==> src/rtl/axis_pkg.sv <==
// axis_pkg: shared beat layout and read-side gate states for the AXI-Stream packet FIFO
package axis_pkg;
  localparam int DATA_W_DEFAULT = 32;
  localparam int KEEP_W_DEFAULT = 4;
  typedef struct packed {
    logic [DATA_W_DEFAULT-1:0] tdata;
    logic [KEEP_W_DEFAULT-1:0] tkeep;
    logic                      tlast;
  } axis_beat_t;
  typedef enum logic [1:0] {IDLE, SEND, FORCE} rd_state_e;
endpackage

==> src/rtl/axis_fifo_ram.sv <==
// axis_fifo_ram: simple dual-port beat storage with a registered, write-through read port
module axis_fifo_ram #(
  parameter int W     = 37,
  parameter int DEPTH = 16
) (
  input  logic                     clk,
  input  logic                     rst,
  input  logic                     i_we,
  input  logic [$clog2(DEPTH)-1:0] i_waddr,
  input  logic [$clog2(DEPTH)-1:0] i_raddr,
  input  logic [W-1:0]             i_wdata,
  output logic [W-1:0]             o_rdata
);
  logic [W-1:0] r_mem [DEPTH];
  always_ff @(posedge clk)
    if (i_we) r_mem[i_waddr] <= i_wdata;
  always_ff @(posedge clk)
    o_rdata <= rst ? '0 : (i_we && i_waddr == i_raddr) ? i_wdata : r_mem[i_raddr];
endmodule

==> src/rtl/axis_pkt_fifo.sv <==
// axis_pkt_fifo: AXI-Stream FIFO with optional store-and-forward packet release
module axis_pkt_fifo
  import axis_pkg::*;
#(
  parameter int DATA_W      = 32,
  parameter int DEPTH       = 16,
  parameter bit PACKET_MODE = 1,
  parameter int KEEP_W      = DATA_W / 8,
  parameter int CNT_W       = $clog2(DEPTH) + 1
) (
  input  logic              clk,
  input  logic              rst,
  input  logic [DATA_W-1:0] s_tdata,
  input  logic [KEEP_W-1:0] s_tkeep,
  input  logic              s_tlast,
  input  logic              s_tvalid,
  output logic              s_tready,
  output logic [DATA_W-1:0] m_tdata,
  output logic [KEEP_W-1:0] m_tkeep,
  output logic              m_tlast,
  output logic              m_tvalid,
  input  logic              m_tready,
  output logic [CNT_W-1:0]  count,
  output logic [CNT_W-1:0]  pkt_count,
  output logic              oversize
);
  localparam int PTR_W = $clog2(DEPTH);
  localparam int W     = DATA_W + KEEP_W + 1;
  logic [PTR_W-1:0] r_wr_ptr, r_rd_ptr, w_raddr;
  logic [CNT_W-1:0] r_cnt, r_pkt, w_cnt_nxt, w_pkt_nxt;
  logic             r_s_tready, r_m_tvalid, r_oversize, w_wr, w_rd, w_trig, w_open;
  logic [W-1:0]     w_dout;
  rd_state_e        r_state, w_state_nxt;
  assign w_wr    = s_tvalid && r_s_tready;
  assign w_rd    = r_m_tvalid && m_tready;
  assign w_raddr = r_rd_ptr + PTR_W'(w_rd);
  assign w_trig  = PACKET_MODE && r_state == IDLE && r_cnt == CNT_W'(DEPTH) && r_pkt == '0;
  always_comb begin
    w_cnt_nxt   = r_cnt + CNT_W'(w_wr) - CNT_W'(w_rd);
    w_pkt_nxt   = r_pkt + CNT_W'(w_wr && s_tlast) - CNT_W'(w_rd && m_tlast);
    w_state_nxt = w_trig ? FORCE :
                  (w_rd && m_tlast) ? (w_pkt_nxt == '0 ? IDLE : SEND) :
                  (r_state == IDLE && r_pkt != '0 && r_cnt != '0) ? SEND : r_state;
    w_open      = !PACKET_MODE || w_pkt_nxt != '0 || w_state_nxt == FORCE;
  end
  // the RAM read address already points at the next head, so its output register is the m_ beat
  always_ff @(posedge clk)
    if (rst) begin
      r_wr_ptr   <= '0;
      r_rd_ptr   <= '0;
      r_cnt      <= '0;
      r_pkt      <= '0;
      r_state    <= IDLE;
      r_s_tready <= 1'b0;
      r_m_tvalid <= 1'b0;
      r_oversize <= 1'b0;
    end else begin
      r_wr_ptr   <= r_wr_ptr + PTR_W'(w_wr);
      r_rd_ptr   <= w_raddr;
      r_cnt      <= w_cnt_nxt;
      r_pkt      <= w_pkt_nxt;
      r_state    <= PACKET_MODE ? w_state_nxt : IDLE;
      r_s_tready <= w_cnt_nxt != CNT_W'(DEPTH);
      r_m_tvalid <= w_cnt_nxt != '0 && w_open;
      r_oversize <= w_trig;
    end
  axis_fifo_ram #(.W(W), .DEPTH(DEPTH)) u_ram (
    .clk(clk),
    .rst(rst),
    .i_we(w_wr),
    .i_waddr(r_wr_ptr),
    .i_raddr(w_raddr),
    .i_wdata({s_tdata, s_tkeep, s_tlast}),
    .o_rdata(w_dout)
  );
  assign {m_tdata, m_tkeep, m_tlast} = w_dout;
  assign s_tready  = r_s_tready;
  assign m_tvalid  = r_m_tvalid;
  assign count     = r_cnt;
  assign pkt_count = r_pkt;
  assign oversize  = r_oversize;
endmodule

==> config.mk <==
export PLATFORM = sky130hd
export DESIGN_NAME = axis_pkt_fifo
export DESIGN_NICKNAME = d
export VERILOG_FILES = /design/src/rtl/axis_pkg.sv /design/src/rtl/axis_fifo_ram.sv /design/src/rtl/axis_pkt_fifo.sv
export SDC_FILE = /design/constraint.sdc
export NUM_CORES = 1
export LEC_CHECK = 0
export BUFFER_PORTS_ARGS = -buffer_cell sky130_fd_sc_hd__buf_2
export CELL_PAD_IN_SITES_DETAIL_PLACEMENT = 0
export CELL_PAD_IN_SITES_GLOBAL_PLACEMENT = 1
export CORE_UTILIZATION = 54
export DETAILED_ROUTE_END_ITERATION = 10
export GPL_TIMING_DRIVEN = 1
export HOLD_SLACK_MARGIN = 0.02
export PLACE_DENSITY = 0.83
export SYNTH_ARGS = -nofsm -noshare
export SYNTH_HDL_FRONTEND = slang
export SYNTH_SLANG_ARGS = --single-unit
==> constraint.sdc <==
create_clock -name clk -period 6.3 [get_ports clk]
set_input_delay 1.26 -clock clk [delete_from_list [all_inputs] [get_ports clk]]
set_output_delay 1.26 -clock clk [all_outputs]
set_load 0.005 [all_outputs]
Word level (Yosys, flattened, before mapping) --
Memory sizes are Yosys's and may differ from the RTL's. A register that Yosys moved wholly into a read port is not among the register bits. Cells that the tools add are included.
Storage, ports and cells: RAM bits 592, flip-flop bits (word level) 23, word-level logic and storage cells 41, memories 1, input bits 41
Cells by class: equal/unequal tests 3, add/subtract/negate cells 6, reduce and logical (&&, ||, !) cells 17, muxes and demuxes 6
Memories:
- u_ram.r_mem | depth 16, bits a word 37, rd ports 1, clocked after Yosys merged registers in 1, wr ports 1, line axis_fifo_ram.sv:14 | logic [W-1:0] r_mem [DEPTH];
Operator list (number):
- 5-bit nonzero test | 4
- 5-bit by 1-bit adder with 5-bit output | 2
- 5-bit zero test | 2
- 5-bit by 1-bit subtractor with 5-bit output | 2
- 1-bit logical AND | 9
- 4-bit by 1-bit adder with 4-bit output | 2
- 2-bit two-way mux | 3
- 5-bit equality test (second input constant) | 1
- 5-bit inequality test (second input constant) | 1
- 1-bit two-way mux | 3
- 2-bit equality test (second input constant) | 1
- 2-bit zero test | 1
- 1-bit logical OR | 1

Longest topological paths before layout --
word-level depth 11, depth in mapped cells 13, mapped depth without buffers 12

Hierarchy --
From an unflattened synthesis, not the netlist that was laid out.
Unflattened totals: cells, all modules 1139, area total of the unflattened synthesis 24613.6 um2
By module, submodules not included:
- axis_fifo_ram | area an instance 23399.9 um2, times used 1, cells an instance 1017, seq. area each 18517.8 um2
- axis_pkt_fifo | area an instance 1213.7 um2, times used 1, cells an instance 122, seq. area each 460.4 um2

Least setup slack after synthesis --
No wires, ideal clock.
kind input to register, start input port s_tvalid, end memory u_ram.r_mem[0][0] (enable), stages 5, arrival 4.466 ns, slack 1.357 ns, setup time 0.477 ns, path through and2_1 -> buf_2 -> inv_2 -> or3_1 -> nor3_1
Between the ends: word-level cells in the longest chain between the ends 3
Ends and longest elaborated chain:
- from (decl) | line axis_pkt_fifo.sv:16 | input logic s_tvalid,
- 1-bit logical AND | line axis_pkt_fifo.sv:34 | assign w_wr = s_tvalid && r_s_tready;
- 1-bit two-way mux | line axis_fifo_ram.sv:16 | if (i_we) r_mem[i_waddr] <= i_wdata;
- 1-bit two-way mux (not written as such) | line axis_fifo_ram.sv:16
- to (decl) | line axis_fifo_ram.sv:14
Every way passes these cells.

Final worst setup path --
start input port m_tready, end register u_ram.o_rdata[22], read port of u_ram.r_mem
Between the ends: word-level cells in the longest chain between the ends 2
Ends and longest elaborated chain:
- from (decl) | line axis_pkt_fifo.sv:22 | input logic m_tready,
- 1-bit logical AND | line axis_pkt_fifo.sv:35 | assign w_rd = r_m_tvalid && m_tready;
- 4-bit by 1-bit adder with 4-bit output | line axis_pkt_fifo.sv:36 | assign w_raddr = r_rd_ptr + PTR_W'(w_rd);
- via u_ram.i_raddr[0] | line axis_fifo_ram.sv:10 | input logic [$clog2(DEPTH)-1:0] i_raddr,
- to (decl) | line axis_fifo_ram.sv:12 | output logic [W-1:0] o_rdata
The timed path passes the listed nets, and every way through them passes these cells. A chain may end at the register's enable or synchronous reset.

==> impl_metrics.py <==
metrics = {
    "worst_setup_path": {
        "crit_chain": "buf_2 -> and2_1 -> ha_4 -> buf_12 -> mux4_2 -> nand2_1 -> nand3_1 -> a32o_1",
        "cp_slowest_cell": "mux4_2",
        "cp_max_fo": 86,
        "critPathLaunchType": "input port",
        "crit_path_end_kind": "flop",
        "critPathRequiredTime_ps": 6800,
        "r2r-end": "u_ram.o_rdata[22]$_SDFF_PP0_",
        "max_stage_delay_ps": 590,
        "reg2reg_depth": 7,
        "crit_arrival_ps": 3790,
        "r2r-start": "m_tvalid$_SDFF_PP0_",
        "critical_path_class": "input port to flop",
        "r2r_setup_slack_ps": 3450,
    },
    "final_layout": {
        "fin_util_pct": 61.70,
        "fillers": 3210,
        "area_growth_syn_to_layout_pct": 12.56,
        "drive_gt1_share_pct": 26.73,
        "nNetsFinal": 1428,
    },
    "global_route": {
        "overflow": 0,
        "grt_max_degree": 150,
        "use_met2_pct": 38.61,
        "grt_pass1_vias": 12442,
        "antenna_found_initial": 5,
        "grtUsageMet1_pct": 32.95,
        "grtUsageMet3_pct": 4.668,
        "grt_busiest_layer": "met2",
        "grt_pass1_wl_mm": 80.27,
        "grtUsageTotal_pct": 23.61,
    },
    "yosys": {
        "seq_area_frac_synth_pct": 76.12,
        "synth_top_area_share_pct": 71.30,
        "synth_compound_area_share_pct": 1.967,
        "synthArstFlopShare_pct": 0,
        "postSynthAreaPerCell_sq_um": 19.80,
        "synth_fp_nets": 1318,
        "synth-seq-cells": 652,
        "ys_types": 41,
        "muxShareOfSynthArea_pct": 13.37,
        "synth_top_area_cell": "edfxtp_1",
        "synthTopCellsByArea": "edfxtp_1, mux4_2, dfxtp_1, nand2_1, nand3_1",
        "synth_edf_count": 592,
        "yosys.area_share.simple_pct": 5.029,
        "netlist_instances": 1259,
        "syn-cell-area_sq_um": 24930,
        "yosys_warnings": 0,
        "synth.most_common_cell": "edfxtp_1",
        "synthFlopType": "edfxtp_1",
        "synthAdderAreaFrac_pct": 0.9636,
        "synthXorXnorAreaFrac_pct": 0.6625,
        "synth_top_family_by_area": "multiplexers",
        "synthTopCellsByCount": "edfxtp_1, nand2_1, mux4_2, nand3_1, dfxtp_1",
    },
    "floorplanning": {
        "die_w_um": 216.9,
        "row_count": 78,
        "die-height_um": 216.9,
        "ios": 91,
        "start_util_pct": 54.82,
        "dieArea_sq_um": 47030,
        "coreArea_sq_um": 45480,
    },
    "timing": {
        "fmax_mhz": 304.7,
        "setup_viol": 0,
        "maxSlewHeadroom_pct": 22.16,
        "post-route-min-period_ps": 3282,
        "holdWs_ps": 504.7,
        "hold_violations": 0,
        "slew_violations": 0,
        "tightest_slew_ps": 1168,
        "skew_ps": 28.60,
        "setup_tns_ps": 0,
        "fin_crit_sh_pct": 52.09,
        "fin_ws_ps": 3018,
        "rsz0062_at_grt": "no",
    },
    "placed_design": {
        "place_hpwl_mm": 26.42,
        "portBuffers": 90,
        "post-place-ws_ps": 2357,
        "gp_congestion": 0.7018,
    },
    "clock_network": {
        "cts-resized-gates": 0,
        "cts_buffers": 61,
        "clockRootBuffer": "clkbuf_16",
        "path_clk_slew_ps": 60,
        "post_cts_buffers": 0,
        "cts_tree": "done",
        "clk_latency_ps": 630,
        "hold_buffers": 0,
        "cts_num_sinks": 652,
        "htreeDepth": 2,
        "clock_path_buffers": 3,
    },
    "worst_hold_path": {
        "min_path_cells": 2,
        "hold_end": "r_state[1]$_SDFF_PP0_",
        "worst_hold_path_type": "flop to flop",
        "worstHoldStart": "r_state[1]$_SDFF_PP0_",
    },
    "routing": {
        "ant_nets": 0,
        "viasPerCell": 6.165,
        "vias": 12460,
        "drt_iter0_drc": 1530,
        "wirelength_mm": 54.40,
        "drcViolationCount": 0,
        "routedWlPerCell_um": 26.92,
        "drt_first_pass_iters": 5,
    },
    "pwr": {
        "powerDensity_nw_per_um2": 383.5,
        "p_leak_nw": 9.106,
        "peakVddDrop_mv": 0.3231,
    },
    "run": {
        "cap_violations": 0,
    },
    "outcome": {
        "outcome": "finished clean",
    },
}
-- stage by stage --
stage / area [sq um] / instances / total power [mW]
2_1_floorplan: 24930 / 1259 / 6.861
3_3_place_gp: 26150 / 1906 / 7.343
3_5_place_dp: 26150 / 1906 / 7.375
4_1_cts: 28050 / 2018 / 10.87
5_1_grt: 28060 / 2020 / 11.19
6_report: 28060 / 2021 / 10.76
-- critical path, delay by kind of cell --
kind,cells,cell delay (ps)
compound gates,1,330
fa+ha+maj,1,460
buf+inv,2,650
mux,1,590
simple gates,3,380
-- worst max-delay path by stage --
stage / depth (start not counted) / to / from / slack (ps)
after floorplan: 5 / u_ram.r_mem[0][0]$_DFFE_PP_ / s_tvalid / 1360
after global placement: 8 / u_ram.o_rdata[22]$_SDFF_PP0_ / m_tready / 2390
final: 8 / u_ram.o_rdata[22]$_SDFF_PP0_ / m_tready / 3020
after detailed placement: 8 / u_ram.o_rdata[22]$_SDFF_PP0_ / m_tready / 2360
after CTS: 8 / u_ram.o_rdata[22]$_SDFF_PP0_ / m_tready / 3000
after global routing: 8 / u_ram.o_rdata[22]$_SDFF_PP0_ / m_tready / 2850
-- where the power goes --
group | switching (mW) | total (mW) | internal (mW)
clock | 1.52 | 3.50 | 1.98
combinational | 1.07 | 2.21 | 1.14
sequential | 0.104 | 5.04 | 4.94
-- layout make-up --
cell class	count	area [sq um]	area share, %
clock buffer	90	1737	6.189
clock inverter	22	166.4	0.5930
inverter	15	56.30	0.2006
timing repair buffer	117	690.7	2.461
tap	600	750.7	2.675
sequential	652	18980	67.63
antenna	3	7.507	0.02675
multi-input combinational	522	5675	20.22
-- routing by layer --
layer / wire, um / part of all wire [%]
met1: 21500 / 40
met3: 4868 / 8.9
met5: 28 / 0.051
met4: 1004 / 1.8
met2: 27000 / 50
-- state kept, by name, indices dropped and copies added (netlist names) --
register	cells
count	5
m_tvalid	1
oversize	1
pkt_count	5
r_rd_ptr	4
r_state	2
r_wr_ptr	4
s_tready	1
u_ram.o_rdata	37
u_ram.r_mem	592
-- cells in the final DEF (no fill, tap or decap), types with 3 or more instances in the layout --
cell	count
clkbuf_16	62
xnor2_1	9
buf_2	90
edfxtp_1	592
clkbuf_1	20
nor2_1	14
a32o_1	37
a21oi_1	7
nor2b_1	7
diode_2	3
dfxtp_1	60
mux4_2	148
ha_1	14
clkinv_1	7
nand3_1	77
clkbuf_8	8
nand2_1	154
buf_4	24
and2_1	3
nor2_4	12
a21o_1	3
buf_12	3
clkinv_2	11
nor3_2	4
xor2_1	5
inv_1	14
-- cell families after synthesis --
| family | count (synthesis) |
|---|---|
| buffers and inverters | 85 |
| AO/OA/AOI/OAI | 54 |
| flip-flops | 652 |
| multiplexers | 148 |
| XOR/XNOR | 18 |
| adder cells (fa/ha/maj) | 18 |
| AND/OR/NAND/NOR | 284 |
Note: power is estimated with default switching activity, not from simulation.
